## config.mk

```make
export PLATFORM = sky130hd
export DESIGN_NAME = control_unit
export DESIGN_NICKNAME = d
export VERILOG_FILES = /design/src/rtl/control_unit.sv
export SDC_FILE = /design/constraint.sdc
export NUM_CORES = 1
export LEC_CHECK = 0
export CAP_MARGIN = 10
export CELL_PAD_IN_SITES_DETAIL_PLACEMENT = 2
export CELL_PAD_IN_SITES_GLOBAL_PLACEMENT = 2
export CORE_ASPECT_RATIO = 1.4
export CORE_MARGIN = 2
export CORE_UTILIZATION = 21
export CTS_CLUSTER_DIAMETER = 200
export DETAILED_ROUTE_END_ITERATION = 16
export GPL_TIMING_DRIVEN = 0
export HOLD_SLACK_MARGIN = 0.15
export PLACE_DENSITY_LB_ADDON = 0.1
export SYNTH_ARGS = -nofsm -noshare
export SYNTH_HDL_FRONTEND = slang
export SYNTH_SLANG_ARGS = --single-unit
```

## constraint.sdc

```tcl
create_clock -name clk -period 1.6 [get_ports clk]
set_clock_uncertainty 0.1 [all_clocks]
set_input_delay 0.32 -clock clk [delete_from_list [all_inputs] [get_ports clk]]
set_output_delay 0.32 -clock clk [all_outputs]
set_load 0.05 [all_outputs]
```

## src/rtl/control_unit.sv

```systemverilog
// Sequencing FSM for the 16-bit bus datapath: latches one instruction per run
// request and drives every bus, register and ALU strobe for one or three steps.
module control_unit #(
  parameter int REG_FIELD_W = 3,
  parameter int OP_W        = 3,
  localparam int N_REGS     = 2 ** REG_FIELD_W,
  localparam int INSTR_W    = OP_W + 2 * REG_FIELD_W
) (
  input  logic               clk,
  input  logic               reset,
  input  logic               run,
  input  logic [INSTR_W-1:0] instr,
  output logic               ext_data_en,
  output logic [N_REGS-1:0]  reg_in_en,
  output logic [N_REGS-1:0]  reg_out_en,
  output logic               alu_reg_en,
  output logic               alu_sel,
  output logic               g_reg_en,
  output logic               alu_out_en,
  output logic               done,
  output logic [1:0]         step
);

  typedef enum logic [1:0] {
    IDLE = 2'd0,
    T1   = 2'd1,
    T2   = 2'd2,
    T3   = 2'd3
  } state_t;

  localparam logic [OP_W-1:0] OP_MV  = OP_W'(0);
  localparam logic [OP_W-1:0] OP_MVI = OP_W'(1);
  localparam logic [OP_W-1:0] OP_ADD = OP_W'(2);
  localparam logic [OP_W-1:0] OP_SUB = OP_W'(3);

  state_t               state_q, state_d;
  logic [INSTR_W-1:0]   ir_q, ir_d;

  logic [OP_W-1:0]        op;
  logic [REG_FIELD_W-1:0] rx;
  logic [REG_FIELD_W-1:0] ry;
  logic [N_REGS-1:0]      rx_dec;
  logic [N_REGS-1:0]      ry_dec;
  logic                   op_is_alu;

  always_ff @(posedge clk) begin
    if (reset) begin
      state_q <= IDLE;
      ir_q    <= '0;
    end else begin
      state_q <= state_d;
      ir_q    <= ir_d;
    end
  end

  always_comb begin
    op        = ir_q[INSTR_W-1 -: OP_W];
    rx        = ir_q[2*REG_FIELD_W-1 -: REG_FIELD_W];
    ry        = ir_q[REG_FIELD_W-1:0];
    rx_dec    = '0;
    ry_dec    = '0;
    rx_dec[rx] = 1'b1;
    ry_dec[ry] = 1'b1;
    op_is_alu = (op == OP_ADD) || (op == OP_SUB);
  end

  // The instruction register only loads in IDLE, so instr is ignored mid-instruction.
  always_comb begin
    state_d = state_q;
    ir_d    = ir_q;
    unique case (state_q)
      IDLE: begin
        if (run) begin
          ir_d    = instr;
          state_d = T1;
        end
      end
      T1:      state_d = op_is_alu ? T2 : IDLE;
      T2:      state_d = T3;
      T3:      state_d = IDLE;
      default: state_d = IDLE;
    endcase
  end

  // Reset gates every strobe so nothing touches the bus while it is held.
  always_comb begin
    ext_data_en = 1'b0;
    reg_in_en   = '0;
    reg_out_en  = '0;
    alu_reg_en  = 1'b0;
    alu_sel     = 1'b0;
    g_reg_en    = 1'b0;
    alu_out_en  = 1'b0;
    done        = 1'b0;
    step        = 2'd0;
    if (!reset) begin
      step = state_q;
      unique case (state_q)
        IDLE: ;
        T1: begin
          if (op == OP_MV) begin
            reg_out_en = ry_dec;
            reg_in_en  = rx_dec;
            done       = 1'b1;
          end else if (op == OP_MVI) begin
            ext_data_en = 1'b1;
            reg_in_en   = rx_dec;
            done        = 1'b1;
          end else if (op_is_alu) begin
            reg_out_en = rx_dec;
            alu_reg_en = 1'b1;
          end else begin
            done = 1'b1;
          end
        end
        T2: begin
          reg_out_en = ry_dec;
          alu_sel    = op[0];
          g_reg_en   = 1'b1;
        end
        T3: begin
          alu_out_en = 1'b1;
          reg_in_en  = rx_dec;
          done       = 1'b1;
        end
        default: ;
      endcase
    end
  end

endmodule

```

==> impl_metrics.toml <==
[yosys]
yosysSeqAreaShare = 0.2331
yosys.cell_types.count = 36
yosys_register_bits = 11
synth_nets = 147
ys_warn_count = 0
mean_cell_area_of_the_mapped_netlist_um2 = 7.211
synth_cells = 131
synth.cell_area_um2 = 944.7

[worst_setup_path]
path_class = "reg -> out"
arrival_worst_endpoint_ns = 1.72
worst-path-max-fanout = 7
startpoint_type = "flip-flop"
timing.reg2reg.worst_path_depth = 7
worstSetupEndpointType = "output pin"
critPathRequiredTime_ns = 1.18

[global_route]
global_route.usage.total = 0.1812
number_of_global_route_vias_before_repair = 1382
grt_antenna_before_repair = 0
grt_first_pass_wirelength_mm = 6.920
largest_net_degree_at_the_start_of_global_routing = 11
gr-total-overflow = 0

[clock_tree]
tritoncts.num_buffers = 3
clock_pin_slew_on_the_worst_setup_and_hold_paths_ns = 0.05
ctsLongestPathBuffers = 2
cts-hold-fix-buffers = 0
h_tree_levels = 1
clock_sink_count = 11
root_buffer = "sky130_fd_sc_hd__clkbuf_8"
insertion_delay_ns = 0.25
tritoncts_clock_tree = "built"

[sta]
finalWorstSetupSlack_ns = -0.5447
slew_headroom = 0.6764
setup_viol = 22
timing.final.crit_share = 1.340
timing.fmax_ghz = 0.4663
finalHoldWorstSlack_ns = 0.2016
drv_slew = 0
rsz_0062_raised_after_global_routing = "yes"
final_period_minus_worst_setup_slack_ns = 2.145
worst-slew-pin-transition_ns = 0.4854
final-hold-violation-count = 0

[pwr]
power.density_nw_per_um2 = 930.8
leakagePower_uw = 0.0007295
power.ir.vdd_worst_v = 0.0005203

[floorplanning]
rows = 28
dieArea_um2 = 5059
io-pin-count = 36
fp.dieW_um = 60.69
initial_utilization = 0.2210
core_region_area_um2 = 4274
chipHeight_um = 83.36

[drt]
drt_drc_violations_left = 0
route.vias.total = 1219
routed_wire_length_per_instance_um = 18.86
detail_route.vias_per_cell = 5.016
drt_pass1_iterations = 3
route.final.wire_length_mm = 4.582
drt_iter0_markers = 38
antenna_violating_nets_post_route = 0

[placed_design]
place_congestion = 0.8265
dp_hpwl_mm = 3.072
pre_cts_slack_ns = -1.143
dpl_cell_area_um2 = 1620
cells_after_dpl = 225
number_of_buffers_inserted_by_port_buffering = 34

[run_status]
status = "complete, but fails checks"
failing_checks = "setup timing"

[cells_and_area]
finalInstanceArea_um2 = 2092
final-instance-count-excl-fill = 243
flow.area_growth_from_synthesis_pct = 121.5
final_cell_mix = "sky130_fd_sc_hd__buf_6 (19), sky130_fd_sc_hd__nand2_1 (14), sky130_fd_sc_hd__a21oi_1 (11)"
antenna_cells = 0
layout-drive-gt1-share = 0.5847
finish.net_count = 200
finalCoreUtilization = 0.4895
layout_commonest_cell = "sky130_fd_sc_hd__buf_6"

[worst_hold_path]
hold-path-cell-count = 2
hp-class = "in -> reg"

[flow_run]
max_cap_violations = 0
==> per-stage QoR <==
step                      TNS [ns]  power (µW)
after CTS                   -8.939        1813
after floorplan             -5.130        1060
final                       -8.924        1947
after global routing        -10.34        2050
after detailed placement    -22.00        1310
after global placement      -20.21        1271
==> area by class of cell <==
| class | count | area [µm²] |
|---|---|---|
| fill | 460 | 2182 |
| timing repair buffer | 49 | 550.5 |
| multi-input combinational | 102 | 1072 |
| buffer | 11 | 83.83 |
| sequential | 11 | 235.2 |
| tap | 60 | 75.07 |
| clock buffer | 4 | 45.04 |
| inverter | 6 | 30.03 |
==> flip-flops by register name, summed over array words and instances (netlist names), named ones only <==
| name | count |
|---|---|
| state_q | 1 |
| ir_q | 9 |
==> cell usage after synthesis <==
cell type | count | area [µm²]
sky130_fd_sc_hd__nor3b_4 | 1 | 18.77
sky130_fd_sc_hd__a31oi_1 | 6 | 37.54
sky130_fd_sc_hd__nor4bb_1 | 1 | 10.01
sky130_fd_sc_hd__or3_1 | 1 | 6.260
sky130_fd_sc_hd__buf_6 | 2 | 22.52
sky130_fd_sc_hd__a41oi_1 | 1 | 8.760
sky130_fd_sc_hd__o2bb2a_1 | 1 | 10.01
sky130_fd_sc_hd__o22ai_1 | 6 | 37.54
sky130_fd_sc_hd__a21oi_1 | 12 | 60.06
sky130_fd_sc_hd__o32ai_1 | 6 | 52.55
sky130_fd_sc_hd__ha_1 | 4 | 50.05
sky130_fd_sc_hd__clkbuf_1 | 4 | 15.01
sky130_fd_sc_hd__and4bb_2 | 1 | 12.51
sky130_fd_sc_hd__buf_2 | 3 | 15.01
sky130_fd_sc_hd__inv_1 | 6 | 22.52
sky130_fd_sc_hd__nor3b_1 | 3 | 22.52
sky130_fd_sc_hd__nor4b_1 | 1 | 8.760
sky130_fd_sc_hd__o211ai_1 | 2 | 15.01
sky130_fd_sc_hd__nand2_1 | 14 | 52.55
sky130_fd_sc_hd__buf_4 | 1 | 7.510
sky130_fd_sc_hd__nand2b_1 | 5 | 31.28
sky130_fd_sc_hd__a211oi_1 | 1 | 7.510
sky130_fd_sc_hd__and4b_1 | 1 | 10.01
sky130_fd_sc_hd__nor3_1 | 3 | 15.01
sky130_fd_sc_hd__and2_2 | 1 | 7.510
sky130_fd_sc_hd__and2_1 | 1 | 6.260
sky130_fd_sc_hd__clkbuf_2 | 1 | 5.000
sky130_fd_sc_hd__buf_1 | 1 | 3.750
sky130_fd_sc_hd__nor2b_1 | 3 | 18.77
sky130_fd_sc_hd__nor2_1 | 12 | 45.04
sky130_fd_sc_hd__dfxtp_1 | 11 | 220.2
sky130_fd_sc_hd__and3b_1 | 1 | 8.760
sky130_fd_sc_hd__and2b_2 | 1 | 8.760
sky130_fd_sc_hd__nand3_1 | 11 | 55.05
sky130_fd_sc_hd__and3b_2 | 1 | 10.01
sky130_fd_sc_hd__nand2_2 | 1 | 6.260
==> worst max-delay path, cell delays in order, from the launching register on <==
cell	delay [ns]
sky130_fd_sc_hd__dfxtp_4	0.36
sky130_fd_sc_hd__inv_6	0.07
sky130_fd_sc_hd__ha_4	0.14
sky130_fd_sc_hd__nor3b_4	0.27
sky130_fd_sc_hd__nand2_4	0.18
sky130_fd_sc_hd__buf_4	0.19
sky130_fd_sc_hd__o22ai_4	0.09
sky130_fd_sc_hd__buf_6	0.18
==> kinds of logic after synthesis <==
| logic type | share of synthesized area |
|---|---|
| simple gates | 0.3748 |
| compound gates | 0.2424 |
| fa+ha+maj | 0.05298 |
| buf+inv | 0.09667 |
| flops | 0.2331 |
==> path summary, 6_finish.rpt <==
kind / endpoint / slack, ns / start
max reg2reg: flip-flop / 0.05 / flip-flop
min: state_q[0] / 0.20 / reset
max: reg_out_en[5] / -0.54 / flip-flop
min reg2reg: ir_q[6] / 0.43 / ir_q[6]
==> report_power, final <==
part / switching, µW / internal, µW / leakage [µW]
clock network: 122 / 176 / 0.0000228
logic: 720 / 531 / 0.000613
registers: 71.2 / 326 / 0.0000936
==> repair_timing <==
item | CTS | global route
buffers inserted | 9 | 7
gates resized for setup | 197 | 23
pin swaps | 9 | 13
endpoints found under the setup margin | 26 | 28
==> per-layer routing <==
metal,up-vias,global-route usage,wire length (µm)
met5,-,0,0
met2,22,0.3353,2784
met3,7,0.01713,75
met4,0,0.08498,101
met1,612,0.1921,1621
li1,578,-,-
No activity file was read; power rests on OpenSTA's default activity.
